--- src/rtl/matrix_pkg.sv ---
// Shared types and defaults for the LED matrix scan engine: scan phase enum,
// default geometry/timing constants and a one-hot decode helper.
package matrix_pkg;

    typedef enum logic {
        BLANK = 1'b0,
        DRIVE = 1'b1
    } phase_e;

    localparam int DEF_ROWS         = 7;
    localparam int DEF_COLS         = 5;
    localparam int DEF_PWM_BITS     = 3;
    localparam int DEF_BLANK_CYCLES = 2;

    function automatic logic [31:0] onehot(input logic [31:0] idx);
        return 32'd1 << idx;
    endfunction

endpackage

--- src/rtl/scan_sequencer.sv ---
// Column scan sequencer: BLANK/DRIVE phase FSM with column and dwell counters,
// plus a combinational strobe on the last DRIVE cycle of the last column.
module scan_sequencer
    import matrix_pkg::*;
#(
    parameter int COLS         = DEF_COLS,
    parameter int PWM_BITS     = DEF_PWM_BITS,
    parameter int BLANK_CYCLES = DEF_BLANK_CYCLES,
    localparam int CW          = (COLS > 1) ? $clog2(COLS) : 1
) (
    input  logic                clock_i,
    input  logic                reset_i,
    output phase_e              phase_o,
    output logic [CW-1:0]       col_o,
    output logic [PWM_BITS-1:0] dwell_o,
    output logic                frame_end_o
);

    localparam int DWELL   = 2 ** PWM_BITS;
    localparam int CNT_MAX = (DWELL > BLANK_CYCLES) ? DWELL : BLANK_CYCLES;
    localparam int NW      = (CNT_MAX > 1) ? $clog2(CNT_MAX) : 1;

    localparam logic [NW-1:0] BLANK_LAST = NW'(BLANK_CYCLES - 1);
    localparam logic [NW-1:0] DWELL_LAST = NW'(DWELL - 1);
    localparam logic [CW-1:0] COL_LAST   = CW'(COLS - 1);

    phase_e        phase_q, phase_d;
    logic [NW-1:0] cnt_q, cnt_d;
    logic [CW-1:0] col_q, col_d;

    always_ff @(posedge clock_i or posedge reset_i) begin
        if (reset_i) begin
            phase_q <= BLANK;
            cnt_q   <= '0;
            col_q   <= '0;
        end else begin
            phase_q <= phase_d;
            cnt_q   <= cnt_d;
            col_q   <= col_d;
        end
    end

    // One shared counter serves both phases; it restarts at each phase change.
    always_comb begin
        phase_d = phase_q;
        cnt_d   = cnt_q + 1'b1;
        col_d   = col_q;
        case (phase_q)
            BLANK: begin
                if (cnt_q == BLANK_LAST) begin
                    phase_d = DRIVE;
                    cnt_d   = '0;
                end
            end
            DRIVE: begin
                if (cnt_q == DWELL_LAST) begin
                    phase_d = BLANK;
                    cnt_d   = '0;
                    col_d   = (col_q == COL_LAST) ? '0 : col_q + 1'b1;
                end
            end
            default: begin
                phase_d = BLANK;
                cnt_d   = '0;
            end
        endcase
    end

    always_comb begin
        phase_o     = phase_q;
        col_o       = col_q;
        dwell_o     = cnt_q[PWM_BITS-1:0];
        frame_end_o = (phase_q == DRIVE) && (cnt_q == DWELL_LAST) && (col_q == COL_LAST);
    end

endmodule

--- src/rtl/led_matrix_scanner.sv ---
// LED matrix scan engine: double-buffered frame store, frame-boundary swap,
// per-dwell PWM brightness and registered row/column drive.
module led_matrix_scanner
    import matrix_pkg::*;
#(
    parameter int ROWS         = DEF_ROWS,
    parameter int COLS         = DEF_COLS,
    parameter int PWM_BITS     = DEF_PWM_BITS,
    parameter int BLANK_CYCLES = DEF_BLANK_CYCLES,
    localparam int CW          = (COLS > 1) ? $clog2(COLS) : 1
) (
    input  logic                clock_i,
    input  logic                reset_i,
    input  logic                wr_en_i,
    input  logic [CW-1:0]       wr_col_i,
    input  logic [ROWS-1:0]     wr_data_i,
    input  logic                swap_req_i,
    input  logic [PWM_BITS:0]   brightness_i,
    output logic [ROWS-1:0]     row_o,
    output logic [COLS-1:0]     col_sel_o,
    output logic                frame_start_o,
    output logic                swap_done_o
);

    localparam logic [CW-1:0] COL_LAST = CW'(COLS - 1);

    phase_e              phase;
    logic [CW-1:0]       col;
    logic [PWM_BITS-1:0] dwell;
    logic                frame_end;

    scan_sequencer #(
        .COLS         (COLS),
        .PWM_BITS     (PWM_BITS),
        .BLANK_CYCLES (BLANK_CYCLES)
    ) u_seq (
        .clock_i     (clock_i),
        .reset_i     (reset_i),
        .phase_o     (phase),
        .col_o       (col),
        .dwell_o     (dwell),
        .frame_end_o (frame_end)
    );

    logic [1:0][COLS-1:0][ROWS-1:0] buf_q;
    logic                           front_q, front_d;
    logic                           pend_q, pend_d;
    logic                           swap_hit;
    logic                           swap_hit_q;
    logic                           swap_done_q;
    logic [ROWS-1:0]                front_pat;
    logic [ROWS-1:0]                row_q, row_d;
    logic [COLS-1:0]                col_sel_q, col_sel_d;
    logic                           frame_start_q, frame_start_d;
    logic [31:0]                    col_oh;

    // A request seen in the boundary cycle itself is honoured immediately.
    assign swap_hit = frame_end && (pend_q || swap_req_i);

    always_comb begin
        pend_d  = pend_q;
        front_d = front_q;
        if (swap_req_i) pend_d = 1'b1;
        if (swap_hit) begin
            pend_d  = 1'b0;
            front_d = ~front_q;
        end
    end

    // Writes target whichever buffer is back this cycle, so a boundary-cycle
    // write lands in the buffer about to become front.
    always_ff @(posedge clock_i or posedge reset_i) begin
        if (reset_i) begin
            buf_q <= '0;
        end else if (wr_en_i && (wr_col_i <= COL_LAST)) begin
            buf_q[~front_q][wr_col_i] <= wr_data_i;
        end
    end

    assign front_pat = buf_q[front_q][col];

    always_comb begin
        row_d         = '0;
        col_sel_d     = '0;
        frame_start_d = 1'b0;
        col_oh        = onehot(32'(col));
        if (phase == DRIVE) begin
            col_sel_d     = col_oh[COLS-1:0];
            frame_start_d = (dwell == '0) && (col == '0);
            if ({1'b0, dwell} < brightness_i) row_d = front_pat;
        end
    end

    // swap_done is delayed one extra stage so it lines up with the registered
    // output timeline rather than the sequencer state.
    always_ff @(posedge clock_i or posedge reset_i) begin
        if (reset_i) begin
            front_q       <= 1'b0;
            pend_q        <= 1'b0;
            swap_hit_q    <= 1'b0;
            swap_done_q   <= 1'b0;
            row_q         <= '0;
            col_sel_q     <= '0;
            frame_start_q <= 1'b0;
        end else begin
            front_q       <= front_d;
            pend_q        <= pend_d;
            swap_hit_q    <= swap_hit;
            swap_done_q   <= swap_hit_q;
            row_q         <= row_d;
            col_sel_q     <= col_sel_d;
            frame_start_q <= frame_start_d;
        end
    end

    assign row_o         = row_q;
    assign col_sel_o     = col_sel_q;
    assign frame_start_o = frame_start_q;
    assign swap_done_o   = swap_done_q;

endmodule

--- config.mk ---
export PLATFORM = sky130hd
export DESIGN_NAME = led_matrix_scanner
export DESIGN_NICKNAME = d
export VERILOG_FILES = /design/src/rtl/matrix_pkg.sv /design/src/rtl/scan_sequencer.sv /design/src/rtl/led_matrix_scanner.sv
export SDC_FILE = /design/constraint.sdc
export NUM_CORES = 1
export LEC_CHECK = 0
export CORE_UTILIZATION = 39
export DETAILED_ROUTE_END_ITERATION = 10
export PLACE_DENSITY_LB_ADDON = 0.2
export SETUP_SLACK_MARGIN = 0.05
export SLEW_MARGIN = 20
export SYNTH_ARGS = -nofsm -noshare
export SYNTH_HDL_FRONTEND = slang
export SYNTH_HIERARCHICAL = 1
export SYNTH_SLANG_ARGS = --single-unit
export TNS_END_PERCENT = 50
--- constraint.sdc ---
create_clock -name clock_i -period 3.3 [get_ports clock_i]
set_input_delay 0.66 -clock clock_i [delete_from_list [all_inputs] [get_ports clock_i]]
set_output_delay 0.66 -clock clock_i [all_outputs]
set_load 0.005 [all_outputs]
After elaboration in Yosys (flattened, before gate mapping)
Cells that the tools add are included.

Flip-flop bits (word level): 94. Latch bits: 0. RAM bits: 0. Memory bits (read-only): 0. Output and inout bits: 14. Word-level logic and storage cells: 70. Memories: 0.

Add/sub/neg operators: 2. $mul: 0. Divide/modulo/power cells: 0. Order comparisons: 8. Eq/ne operators: 3. Shift operators: 1. Muxes and demuxes: 22. Bitwise gates (word level): 2. Reductions and logical operators: 12.

Operator list (number): 2-to-1 mux 35 bit (3); bitwise mux 70 bit (1); demux 35 bit (select 1 bit) (1); 2-to-1 mux 7 bit (4); binary-select mux 7 bit (select 3 bit) (1); demux 7 bit (select 3 bit) (1); 2-to-1 mux 3 bit (3); < comparator 3 x 4 -> 1 bit (second input constant) (2); logical AND 1 bit (7); adder 3 x 1 -> 3 bit (second input constant) (2); equality test 3 bit (second input constant) (2); logical NOT 3 bit (2); one-hot mux 3 bit (2 select lines) (1); 2-to-1 mux 1 bit (5); 2-to-1 mux 5 bit (1); << shifter 1 x 3 -> 5 bit (first input constant) (1); < comparator 1 x 2 -> 1 bit (second input constant) (2); < comparator 3 x 4 -> 1 bit (1); equality test 3 x 1 -> 1 bit (second input constant) (1); >= comparator 3 x 1 -> 1 bit (second input constant) (1); less-or-equal comparator 3 bit (second input constant) (1); NOT 1 bit (2); one-hot mux 1 bit (2 select lines) (1); AND reduction 2 bit (1); other kinds (3) (3).

Longest topological paths before layout
Gate-level depths: netlist (run 1).

Depth after elaboration: 7. Gate-level depth with buffers: 6.

By module
Netlist (run 1), hierarchy kept.

Modules (own cells, without submodules): led_matrix_scanner (times used 1, cells an instance 250, area each 3863.7 um2, sequential area each 2177.1 um2); scan_sequencer (times used 1, cells an instance 40, area each 401.6 um2, sequential area each 175.2 um2).

Worst setup path before layout (run 1)
Ideal clock, no wire load.

Path type: input to register. Start: input brightness_i[1]. End: register row_q[5], in the netlist row_o[5]. Setup time: 0.084 ns. Arrival time: 1.693 ns. Data required time: 3.216 ns. Setup slack: 1.522 ns. Cell stages on the path: 5. Buffers on the path: 0. Path through: inv_1 > ha_1 > a2111oi_2 > o211ai_1 > o22ai_1.

Cells in the longest elaborated chain, start to end: 3.

Ends and longest elaborated chain: start, declared (line led_matrix_scanner.sv:18) `input logic [PWM_BITS:0] brightness_i,`; < comparator 3 x 4 -> 1 bit (line led_matrix_scanner.sv:90) `if ({1'b0, dwell} < brightness_i) row_d = front_pat;`; 2-to-1 mux 7 bit (line led_matrix_scanner.sv:90); 2-to-1 mux 7 bit (line led_matrix_scanner.sv:87) `if (phase == DRIVE) begin`; via row_d[5] (line led_matrix_scanner.sv:52) `logic [ROWS-1:0] row_q, row_d;`; end signal, assigned (line led_matrix_scanner.sv:110) `row_q <= row_d;`; end, declared (line led_matrix_scanner.sv:52).

The timed path passes the listed nets, and every way through them passes these cells. A chain may end at the register's enable or synchronous reset.

Final worst setup path (run 1)
Start: register front_q. End: register buf_q[13] (netlist bit).

Cells in the longest elaborated chain, start to end: 6. Elaborated cells between the ends (all ways): 7. Those cells by class: order compare (2); mux (3); bitwise (1); reduce/logical (1).

Ends and longest elaborated chain: start, declared (line led_matrix_scanner.sv:46) `logic front_q, front_d;`; start signal, assigned (line led_matrix_scanner.sv:106) `front_q <= front_d;`; NOT 1 bit * (line led_matrix_scanner.sv:76) `buf_q[~front_q][wr_col_i] <= wr_data_i;`; < comparator 1 x 2 -> 1 bit (not written as such) / >= comparator 1 bit (equally long branches) (line led_matrix_scanner.sv:76); logical AND 1 bit (not written as such) (line led_matrix_scanner.sv:76); 2-to-1 mux 35 bit (not written as such) (line led_matrix_scanner.sv:76); demux 35 bit (select 1 bit) * (line led_matrix_scanner.sv:76); bitwise mux 70 bit * (line led_matrix_scanner.sv:76); end signal, assigned by index (line led_matrix_scanner.sv:76); end, declared (line led_matrix_scanner.sv:45) `logic [1:0][COLS-1:0][ROWS-1:0] buf_q;`.

Every way passes the cells marked *; elsewhere a longest branch is shown, timed or not.

==> reports/results.env, run 1 <==
SYNTH_AREA_SQ_UM=4270
HP-START='swap_hit_q$_DFF_PP0_'
ROUTABILITY_CONGESTION=0.710
FINAL_HOLD_SLACK_PS=360
ANTENNA_CELLS_INSERTED=0
STATUS='finished clean'
SYNTH_ENABLE_FLOP_CELLS=0
MAX_FREQ_MHz=430
INITIALDRTVIOLATIONCOUNT=79
POWER_LEAKAGE_nW=2.17
SETUP_VIOLATIONS=0
VIASPERCELL=5.21
FINAL.FILL_COUNT=961
DESIGN.FINAL.NETS=344
GRT_FIRST_PASS_WIRELENGTH_UM=14000
IO_BUFFERS=31
END_KIND='flip-flop'
CTS_ROOT_BUF='clkbuf_8'
DRT-WIRELENGTH-PER-CELL_UM=18.3
REGTOREGSETUPSLACK_PS=970
HOLDBUFCOUNTCTS=0
DP.FINAL_HPWL_UM=5680
WIRELENGTH_UM=8390
TIMING.HOLD.WORST_PATH_DEPTH=0
CTS_TREE='built'
CLK_TRANSITION_REPORTED_PATHS_PS=90
SYN_AREA_PER_CELL_SQ_UM=14.7
SYNTH_FP_NETS=316
WORST_R2R_PATH_DEPTH=3
FIRST_GLOBAL_VIAS=2592
WORST-PATH-MAX-FANOUT=13
STARTING_DENSITY_OF_THE_CORE_PCT=40.8
DIE_X_UM=107
DR_TOTAL_VIAS=2385
CTS_MAX_LEVEL=3
YOSYSMOSTFREQUENTCELL='dfrtp_1'
SYNTH_SEQUENTIAL_AREA_RATIO_PCT=55.1
SYNTH.TOP_CELL.AREA_SHARE_PCT=55.1
MIN_PATH_TYPE='reg2reg'
SLEW_WORST_PIN_PS=805
FINAL_PERIOD_MINUS_WORST_SETUP_SLACK_PS=2330
FINAL_CELLS=458
DRCVIOLATIONCOUNT=0
MAX-SLEW-MARGIN-REL_PCT=46.0
RR_ENDPOINT='buf_q[13]$_DFFE_PP0P_'
YOSYS.CELL_TYPES.COUNT=40
SYNTHESIS.INSTANCES=290
PLACEDINSTANCEAREA_SQ_UM=4690
WORSTSETUPPATHTYPE='reg2reg'
PLACEMENTROWS=37
AREA_ADDED_BETWEEN_SYNTHESIS_AND_FINISH_PCT=14.4
CTS-BUFFERS-INSERTED=9
FINAL_LAYOUT_SIZE_SUFFIX_GT1_SHARE_PCT=32.9
TOTAL_CONGESTION_OVERFLOW=0
ASYNC_FLOP_SHARE_PCT=100
TIMING.RR.START='front_q$_DFFE_PP0P_'
GRT_START_MAX_NET_PINS=57
FINALCLOCKSKEW_PS=9.76
POSTCTSSETUPBUFFERS=0
CTS.SINK_COUNT=94
SYNTH_TOP_AREA_CELL='dfrtp_1'
POSTSYNTHREGISTERBITS=94
FINAL_AREA_SQ_UM=4880
PLACE.DETAILED.INSTANCES=443
SLEW_VIOL_FINAL=0
MAX-VDD-IR-DROP_V=0.000293
FINAL_ANTENNA_NET_COUNT=0
CRIT_REQUIRED_PS=3560
YS.WARNINGS.COUNT=6
CRIT_ARRIVAL_PS=2580
LAYOUT.CORE_UTILIZATION_PCT=46.6
WHS_ENDPOINT='swap_done_o$_DFF_PP0_'
YS_DOMINANT_REG_CELL='dfrtp_1'
FINALHOLDVIOLCOUNT=0
DRV_CAP=0
IO_PINS=32
DIE_H_UM=107
ANTENNA_VIOLATIONS_BEFORE_REPAIR=0
FINAL_MIN_PERIOD_OVER_CLOCK_PERIOD_PCT=70.5
CLOCK_INSERTION_DELAY_WORST_SKEW_PS=370
POST_CTS_RESIZE_COUNT=0
GRT_SETUP_UNREPAIRED='no'
MAXIMUM_COUNT_OF_CLOCK_BUFFERS_ALONG_A_SINGLE_PATH=2
SETUP_TOTAL_NEGATIVE_SLACK_PS=0
SETUP.WORST_PATH.START_CLASS='flip-flop'
CORE_REGION_AREA_SQ_UM=10500
YS_TOP_CELLS_BY_COUNT='94 x dfrtp_1, 56 x mux2_2, 14 x mux2i_1, 14 x mux4_2, 11 x inv_1'
POWER.DENSITY_nW_PER_UM2=454
GR-USAGE-ALL-LAYERS_PCT=16.7
DIE_AREA_SQ_UM=11400
DRTPASS1ITERATIONS=4
POST_SYNTH_MAIN_AREA_CONTRIBUTORS='dfrtp_1 55%, mux2_2 15%, mux4_2 7.4%, mux2i_1 3.3%, mux2_4 2.5%'
## sequential cells by signal, summed over array words and instances (netlist names)
name and flops:
front_q 1, swap_hit_q 1, buf_q 70, frame_start_o 1, swap_done_o 1, u_seq/col_o 3, u_seq/phase_o 1, pend_q 1
row_o 7, col_sel_o 5, u_seq/dwell_o 3
## cell type report
class                   count  area (sq um)  area share, %
clock inverters             6          63.8           1.31
repair buffers             34           358           7.33
multi-input cells         168          1770           36.3
well taps                 136           170           3.49
clock buffers               9           124           2.54
flip-flops and latches     94          2350           48.2
inverters                  11          42.5          0.872
## where the power goes
group          total, W  internal, W  switching (W)
clock network  0.000745     0.000344       0.000401
logic          0.000178     0.000104      0.0000740
registers       0.00129      0.00124      0.0000453
total           0.00221      0.00169       0.000520
## cell usage in the layout (no fill, tap or decap), types with 8 or more instances in the layout
cell type        count
clkbuf_8             9
clkdlybuf4s50_1     31
dfrtp_1             94
ha_1                 8
inv_1               10
mux2_2              56
mux2i_1             14
mux4_2              14
nand2_1              8
nor2_1               8
## logic make-up after synthesis
| group | share of synthesized area (%) |
|---|---|
| multiplexers | 29.8 |
| flip-flops | 55.1 |
| AND/OR/NAND/NOR | 6.13 |
| buffers and inverters | 3.37 |
| AO/OA/AOI/OAI | 3.02 |
| XOR/XNOR | 0.205 |
| adder cells (fa/ha/maj) | 2.35 |
## per-stage QoR
stage	setup slack [ps]	total power [W]
after CTS	938	0.00225
after detailed placement	624	0.00150
after global routing	823	0.00231
final	974	0.00221
after floorplan	390	0.00143
after global placement	618	0.00149
## routing by layer
metal | track usage [%] | vias to the layer above | wire (um)
met3 | 3.47 | 9 | 205
li1 | - | 1101 | -
met5 | 0 | - | 0
met4 | 6.46 | 0 | 127
met2 | 27.0 | 33 | 4070
met1 | 22.2 | 1242 | 3990
## worst max-delay path by stage
stage,start,slack (ps),endpoint
final,front_q$_DFFE_PP0P_,970,buf_q[13]$_DFFE_PP0P_
after detailed placement,wr_col_i[2],620,buf_q[8]$_DFFE_PP0P_
after floorplan,reset_i,390,buf_q[0]$_DFFE_PP0P_
after CTS,front_q$_DFFE_PP0P_,940,buf_q[13]$_DFFE_PP0P_
after global routing,front_q$_DFFE_PP0P_,820,buf_q[17]$_DFFE_PP0P_
after global placement,wr_col_i[2],620,buf_q[17]$_DFFE_PP0P_
## critical path, stage by stage (launching register included)
cell,delay [ps]
dfrtp_1,820
nand2b_1,260
nor3_2,710
mux2_2,410
Power figures use the tool's default switching activity.
==> run 2, diff against run 1 <==
- clock period: 3.3 -> 2 ns (I/O delays scaled with it)
==> run 2 against run 1 <==
  * Clock power rose by 72%
  * First-iteration DRC count stayed put
  * Setup slack worse by 800 ps
  * Largest power group unchanged
==> reports/results.env, run 2 (synthesis gave the netlist of run 1 again) <==
CRIT_REQUIRED_PS=2270  # -1290 ps
DP.FINAL_HPWL_UM=6010  # +5.9%
CTS-BUFFERS-INSERTED=9  # unchanged
POST_ROUTE_WORST_SETUP_SLACK_PS=173  # -801 ps
CRIT_ARRIVAL_PS=2100  # -480 ps
DIE_AREA_SQ_UM=11400  # unchanged
CTS.SINK_COUNT=94  # unchanged
CRIT_SLOWEST_CELL='clkdlybuf4s50_1'
DR_TOTAL_VIAS=2421  # +1.5%
LAYOUT.CORE_UTILIZATION_PCT=48.3  # +1.7 points
DIE_X_UM=107  # unchanged
CLK_TRANSITION_REPORTED_PATHS_PS=110  # +20 ps
GR-USAGE-ALL-LAYERS_PCT=16.7  # about the same
INTERNAL-POWER_W=0.00283  # +67%
IO_PINS=32  # unchanged
FINALCLOCKSKEW_PS=18.0  # +8.27 ps
IO_BUFFERS=31  # unchanged
SEQUENTIAL_CELL_AREA_SQ_UM=2350  # unchanged
TIMING.HOLD.WORST_PATH_DEPTH=0  # unchanged
SLEW_VIOL_FINAL=0  # unchanged
DIE_H_UM=107  # unchanged
POWER.DENSITY_nW_PER_UM2=736  # +62%
MAX_REG_FLOPS=70  # unchanged
SETUP_VIOLATIONS=0  # unchanged
FIRST_GLOBAL_VIAS=2664  # +2.8%
DRCVIOLATIONCOUNT=0  # unchanged
STARTING_DENSITY_OF_THE_CORE_PCT=40.8  # unchanged
FINAL_LAYOUT_SIZE_SUFFIX_GT1_SHARE_PCT=36.8  # +3.9 points
SLOWEST_DELAY_PS=460  # -360 ps
DRV_CAP=0  # unchanged
MAX_FREQ_MHz=547
PLACEMENTROWS=37  # unchanged
CTS_MAX_LEVEL=3  # unchanged
WORSTSETUPPATHTYPE='in2reg'
DP_WORST_SETUP_SLACK_PS=-196  # -819 ps
CRIT_CHAIN='clkdlybuf4s50_1 > inv_1 > ha_1 > a2111oi_2 > o21bai_1 > o22ai_1'
CLOCK_INSERTION_DELAY_WORST_SKEW_PS=360  # about the same
ANTENNA_CELLS_INSERTED=0  # unchanged
DESIGN_POWER_TOTAL_W=0.00372  # +68%
STATUS='finished clean'
FINAL.FILL_COUNT=943  # -1.9%
FINAL_MIN_PERIOD_OVER_CLOCK_PERIOD_PCT=91.4
POWER_FRAC_SEQ_PCT=57.3  # -1.0 points
GRT_SETUP_UNREPAIRED='no'
SLEW_WORST_PIN_PS=591  # -215 ps
DRT-WIRELENGTH-PER-CELL_UM=17.6  # -3.9%
CTS_ROOT_BUF='clkbuf_8'
MOST_FREQUENT_CELLS_IN_THE_LAYOUT='94 x dfrtp_1, 56 x mux2_2, 31 x clkdlybuf4s50_1'
CORE_REGION_AREA_SQ_UM=10500  # unchanged
GRT_START_MAX_NET_PINS=53  # -7.0%
MIN_PATH_TYPE='reg2reg'
END_KIND='flip-flop'
FINAL_COMMON_CELL='dfrtp_1'
ROUTABILITY_CONGESTION=0.736  # +3.6%
POWER_LEAKAGE_nW=2.27  # +4.5%
MAXIMUM_COUNT_OF_CLOCK_BUFFERS_ALONG_A_SINGLE_PATH=2  # unchanged
TOP_REGISTER='buf_q'
PART_OF_THE_POWER_IN_THE_CLOCK_NETWORK_PCT=34.4  # +0.7 points
WORST_R2R_PATH_DEPTH=5  # +2
ANTENNA_VIOLATIONS_BEFORE_REPAIR=0  # unchanged
WORST-PATH-MAX-FANOUT=7  # -6
FINAL_PERIOD_MINUS_WORST_SETUP_SLACK_PS=1830
PART_OF_THE_POWER_IN_COMBINATIONAL_LOGIC_PCT=8.4  # +0.3 points
WIRELENGTH_UM=8410  # +0.33%
REGTOREGSETUPSLACK_PS=210  # -760 ps
GRT_FIRST_PASS_WIRELENGTH_UM=14400  # +3.2%
POWER.NET_SWITCHING_W=0.000887  # +70%
FINALHOLDVIOLCOUNT=0  # unchanged
CTS_TREE='built'
MAX-SLEW-MARGIN-REL_PCT=60.5  # +15 points
SWITCHING_SHARE_PCT=23.9  # +0.35 points
FINAL_ANTENNA_NET_COUNT=0  # unchanged
DESIGN.FINAL.NETS=363  # +5.5%
MAX-VDD-IR-DROP_V=0.000341  # +17%
TOTAL_CONGESTION_OVERFLOW=0  # unchanged
POST_CTS_RESIZE_COUNT=0  # unchanged
POSTCTSSETUPBUFFERS=0  # unchanged
VIASPERCELL=5.06  # -2.7%
SETUP.WORST_PATH.START_CLASS='input pin'
AREA_ADDED_BETWEEN_SYNTHESIS_AND_FINISH_PCT=18.5
INITIALDRTVIOLATIONCOUNT=79  # unchanged
DRTPASS1ITERATIONS=4  # unchanged
MULTI_INPUT_COMB_AREA_SQ_UM=1770  # unchanged
HOLDBUFCOUNTCTS=0  # unchanged
[run 2: layout make-up]
class	count	share of cell area, %
inverters	11	0.892
well taps	136	3.37
repair buffers	53	10.2
flip-flops and latches	94	46.6
clock buffers	9	2.45
multi-input cells	168	35.0
clock inverters	7	1.56
[run 2: worst max-delay path: cells and delay by family]
kind / cells / cell delay [ps]
AOI/OAI and AO/OA: 3 / 900
buffers and inverters: 2 / 500
adders and majority gates: 1 / 290
[run 2: path summary, 6_finish.rpt]
path                                             from                          to
setup reg to reg           u_seq/dwell_o[2]$_DFF_PP0_          row_o[2]$_DFF_PP0_
setup / recovery                      brightness_i[1]          row_o[1]$_DFF_PP0_
min in group asynchronous                     reset_i  u_seq/dwell_o[2]$_DFF_PP0_
max in group asynchronous                     reset_i       buf_q[39]$_DFFE_PP0P_
hold / removal                   swap_hit_q$_DFF_PP0_       swap_done_o$_DFF_PP0_
hold reg to reg                  swap_hit_q$_DFF_PP0_       swap_done_o$_DFF_PP0_
[run 2: per-stage QoR]
step	instances	cell area [sq um]	TNS [ps]	hold WS, ps
5_1_grt	478	5050	0	367
2_1_floorplan	290	4270	0	203
3_3_place_gp	462	4850	-1830	338
3_5_place_dp	462	4850	-2490	355
4_1_cts	478	5050	0	368
6_report	478	5050	0	361
[run 2: power groups by stage]
stage | Sequential, W | Clock (W) | Combinational, W
after floorplan | 0.00214 | 0 | 0.000220
after global placement | 0.00216 | 0 | 0.000306
after detailed placement | 0.00217 | 0 | 0.000317
after CTS | 0.00213 | 0.00132 | 0.000317
after global routing | 0.00215 | 0.00141 | 0.000346
final | 0.00213 | 0.00128 | 0.000311
[run 2: per-layer routing]
| metal | part of all wire, % | vias up | track usage, % |
|---|---|---|---|
| met5 | 0 | - | 0 |
| met3 | 2.2 | 7 | 2.61 |
| met4 | 1.1 | 0 | 5.58 |
| li1 | - | 1140 | - |
| met1 | 49 | 1245 | 23.0 |
| met2 | 48 | 29 | 27.0 |
==> run 3, diff against run 2 <==
- SETUP_SLACK_MARGIN: 0.05 -> 0.2
==> run 3 against run 2 <==
  * Combinational power barely moved
  * Core utilization increased by 0.16 points
  * Power is essentially flat
  * Largest power group unchanged
  * Count of clock-buffer cells in the layout did not move
  * Die area unchanged
  * Critical endpoint is now buf_q[48]$_DFFE_PP0P_
==> reports/results.env, run 3 (synthesis gave the netlist of run 1 again) <==
POWER_LEAKAGE_nW=2.27  # about the same
POWER_FRAC_SEQ_PCT=57.2  # about the same
DP.FINAL_HPWL_UM=6010  # unchanged
CRIT_REQUIRED_PS=2230  # -40 ps
DRT-WIRELENGTH-PER-CELL_UM=17.6  # about the same
TOP_SIGNAL_LAYER_USED='met4'
MAX_REG_FLOPS=70  # unchanged
PART_OF_THE_POWER_IN_COMBINATIONAL_LOGIC_PCT=8.4  # about the same
TOTAL_CONGESTION_OVERFLOW=0  # unchanged
SETUP.WORST_PATH.START_CLASS='flip-flop'
DETAILROUTE.WIRELENGTH.MET2_UM=4130  # +2.2%
FINAL_LAYOUT_SIZE_SUFFIX_GT1_SHARE_PCT=37.1  # +0.29 points
MAX_FREQ_MHz=576  # +5.3%
IO_PINS=32  # unchanged
INITIALDRTVIOLATIONCOUNT=92  # +16%
GRT_FIRST_PASS_WIRELENGTH_UM=14400  # about the same
HOLDBUFCOUNTCTS=0  # unchanged
DIE_X_UM=107  # unchanged
SETUP_TOTAL_NEGATIVE_SLACK_PS=0  # unchanged
MAX-VDD-IR-DROP_V=0.000340  # -0.26%
CTS.SINK_COUNT=94  # unchanged
CRIT_SLOWEST_CELL='or4_4'
CTS_TREE='built'
POWER.NET_SWITCHING_W=0.000889  # +0.25%
POWER.DENSITY_nW_PER_UM2=734  # -0.23%
FINAL_AREA_SQ_UM=5070  # +0.32%
SLEW_WORST_PIN_PS=392  # -199 ps
WIRELENGTH_UM=8410  # about the same
SLOWEST_DELAY_PS=640  # +180 ps
CORE_REGION_AREA_SQ_UM=10500  # unchanged
AREA_ADDED_BETWEEN_SYNTHESIS_AND_FINISH_PCT=18.8
WORSTSETUPPATHTYPE='reg2reg'
CLOCK_INSERTION_DELAY_WORST_SKEW_PS=360  # about the same
ANTENNA_CELLS_INSERTED=0  # unchanged
REGTOREGSETUPSLACK_PS=260  # +50 ps
CTS-BUFFERS-INSERTED=9  # unchanged
DIE_H_UM=107  # unchanged
MAXIMUM_COUNT_OF_CLOCK_BUFFERS_ALONG_A_SINGLE_PATH=2  # unchanged
DRTPASS1ITERATIONS=4  # unchanged
STARTING_DENSITY_OF_THE_CORE_PCT=40.8  # unchanged
WORST-PATH-MAX-FANOUT=7  # unchanged
CLK_TRANSITION_REPORTED_PATHS_PS=110  # about the same
FINAL_MIN_PERIOD_OVER_CLOCK_PERIOD_PCT=86.8  # -4.6 points
TOP_CELL_FAMILY_BY_DELAY_ON_THE_CRITICAL_PATH='simple AND/OR/NAND/NOR gates'
PART_OF_THE_POWER_IN_THE_CLOCK_NETWORK_PCT=34.3  # about the same
PLACEDINSTANCEAREA_SQ_UM=4850  # unchanged
GRT_START_MAX_NET_PINS=53  # unchanged
DESIGN.FINAL.NETS=363  # unchanged
HP-START='swap_hit_q$_DFF_PP0_'
PLACEMENTROWS=37  # unchanged
CRITICAL_PATH_BUF_INV_COUNT=1  # -1
DRCVIOLATIONCOUNT=0  # unchanged
INTERNAL-POWER_W=0.00283  # about the same
TOP_REGISTER='buf_q'
CTS_ROOT_BUF='clkbuf_8'
MOST_FREQUENT_CELLS_IN_THE_LAYOUT='94 x dfrtp_1, 56 x mux2_2, 31 x clkdlybuf4s50_1'
SWITCHING_SHARE_PCT=23.9  # +0.039 points
DRV_CAP=0  # unchanged
FINALCLOCKSKEW_PS=18.5  # +0.471 ps
TIMING.RR.START='front_q$_DFFE_PP0P_'
CRIT_ARRIVAL_PS=1970  # -130 ps
CTS_MAX_LEVEL=3  # unchanged
ANTENNA_VIOLATIONS_BEFORE_REPAIR=0  # unchanged
FINAL_PERIOD_MINUS_WORST_SETUP_SLACK_PS=1740  # -91.2 ps
DR_TOTAL_VIAS=2440  # +0.78%
FINAL_COMMON_CELL='dfrtp_1'
WORST_R2R_PATH_DEPTH=3  # -2
POSTCTSSETUPBUFFERS=0  # unchanged
MIN_PATH_TYPE='reg2reg'
RR_ENDPOINT='buf_q[48]$_DFFE_PP0P_'
STATUS='finished clean'
SLEW_VIOL_FINAL=0  # unchanged
DIE_AREA_SQ_UM=11400  # unchanged
IO_BUFFERS=31  # unchanged
CRIT_CHAIN='buf_4 > or4_4 > mux2_4'
WL_MET1_UM=4010  # -2.3%
SETUP_VIOLATIONS=0  # unchanged
GRT_SETUP_UNREPAIRED='no'
ROUTABILITY_CONGESTION=0.736  # unchanged
END_KIND='flip-flop'
WHS_ENDPOINT='swap_done_o$_DFF_PP0_'
FINAL_ANTENNA_NET_COUNT=0  # unchanged
TIMING.HOLD.WORST_PATH_DEPTH=0  # unchanged
VIASPERCELL=5.10  # +0.78%
MET3_WIRELENGTH_UM=189  # +3.8%
GR-USAGE-ALL-LAYERS_PCT=16.7  # about the same
FIRST_GLOBAL_VIAS=2665  # +0.038%
MAX-SLEW-MARGIN-REL_PCT=73.8  # +13 points
FINALHOLDVIOLCOUNT=0  # unchanged
-- run 3: power groups by stage --
| stage | combinational (W) | clock (W) | sequential (W) |
|---|---|---|---|
| final | 0.000313 | 0.00128 | 0.00213 |
| after global routing | 0.000349 | 0.00141 | 0.00215 |
| after CTS | 0.000317 | 0.00132 | 0.00213 |
| after detailed placement | 0.000317 | 0 | 0.00217 |
| after global placement | 0.000306 | 0 | 0.00216 |
| after floorplan | 0.000220 | 0 | 0.00214 |
-- run 3: cell type report --
class	count	area, sq um
Clock inverter	7	78.8
Clock buffer	9	124
Tap cell	136	170
Sequential cell	94	2350
Fill cell	938	5390
Timing Repair Buffer	53	513
Inverter	11	45.0
Multi-Input combinational cell	168	1790
-- run 3: how the worst max path moves through the flow --
stage / from / endpoint / cells past startpoint
final: front_q$_DFFE_PP0P_ / buf_q[48]$_DFFE_PP0P_ / 3
after global routing: wr_col_i[1] / buf_q[56]$_DFFE_PP0P_ / 4
after CTS: brightness_i[1] / row_o[1]$_DFF_PP0_ / 7
after detailed placement: brightness_i[1] / row_o[1]$_DFF_PP0_ / 6
after global placement: brightness_i[2] / row_o[2]$_DFF_PP0_ / 7
after floorplan: front_q$_DFFE_PP0P_ / buf_q[42]$_DFFE_PP0P_ / 4
-- run 3: layer usage --
layer | GRT usage [%] | up-vias
met1 | 23.1 | 1264
met3 | 2.61 | 7
met5 | 0 | -
met2 | 27.0 | 31
li1 | - | 1138
met4 | 5.58 | 0
-- run 3: timing repair --
action                                  CTS  global route
hold endpoints to repair                  0             0
endpoints found under the setup margin    5             7
resized for setup                         1             1
-- run 3: through the flow --
step | utilization, % | hold slack [ps] | setup WS [ps] | std cells | power, W
2_1_floorplan | - | 203 | 419 | 290 | 0.00236
3_3_place_gp | 46.4 | 338 | -122 | 462 | 0.00247
3_5_place_dp | 46.4 | 355 | -196 | 462 | 0.00248
4_1_cts | 48.3 | 368 | 219 | 478 | 0.00377
5_1_grt | 48.4 | 367 | 207 | 478 | 0.00391
6_report | 48.4 | 362 | 264 | 478 | 0.00372
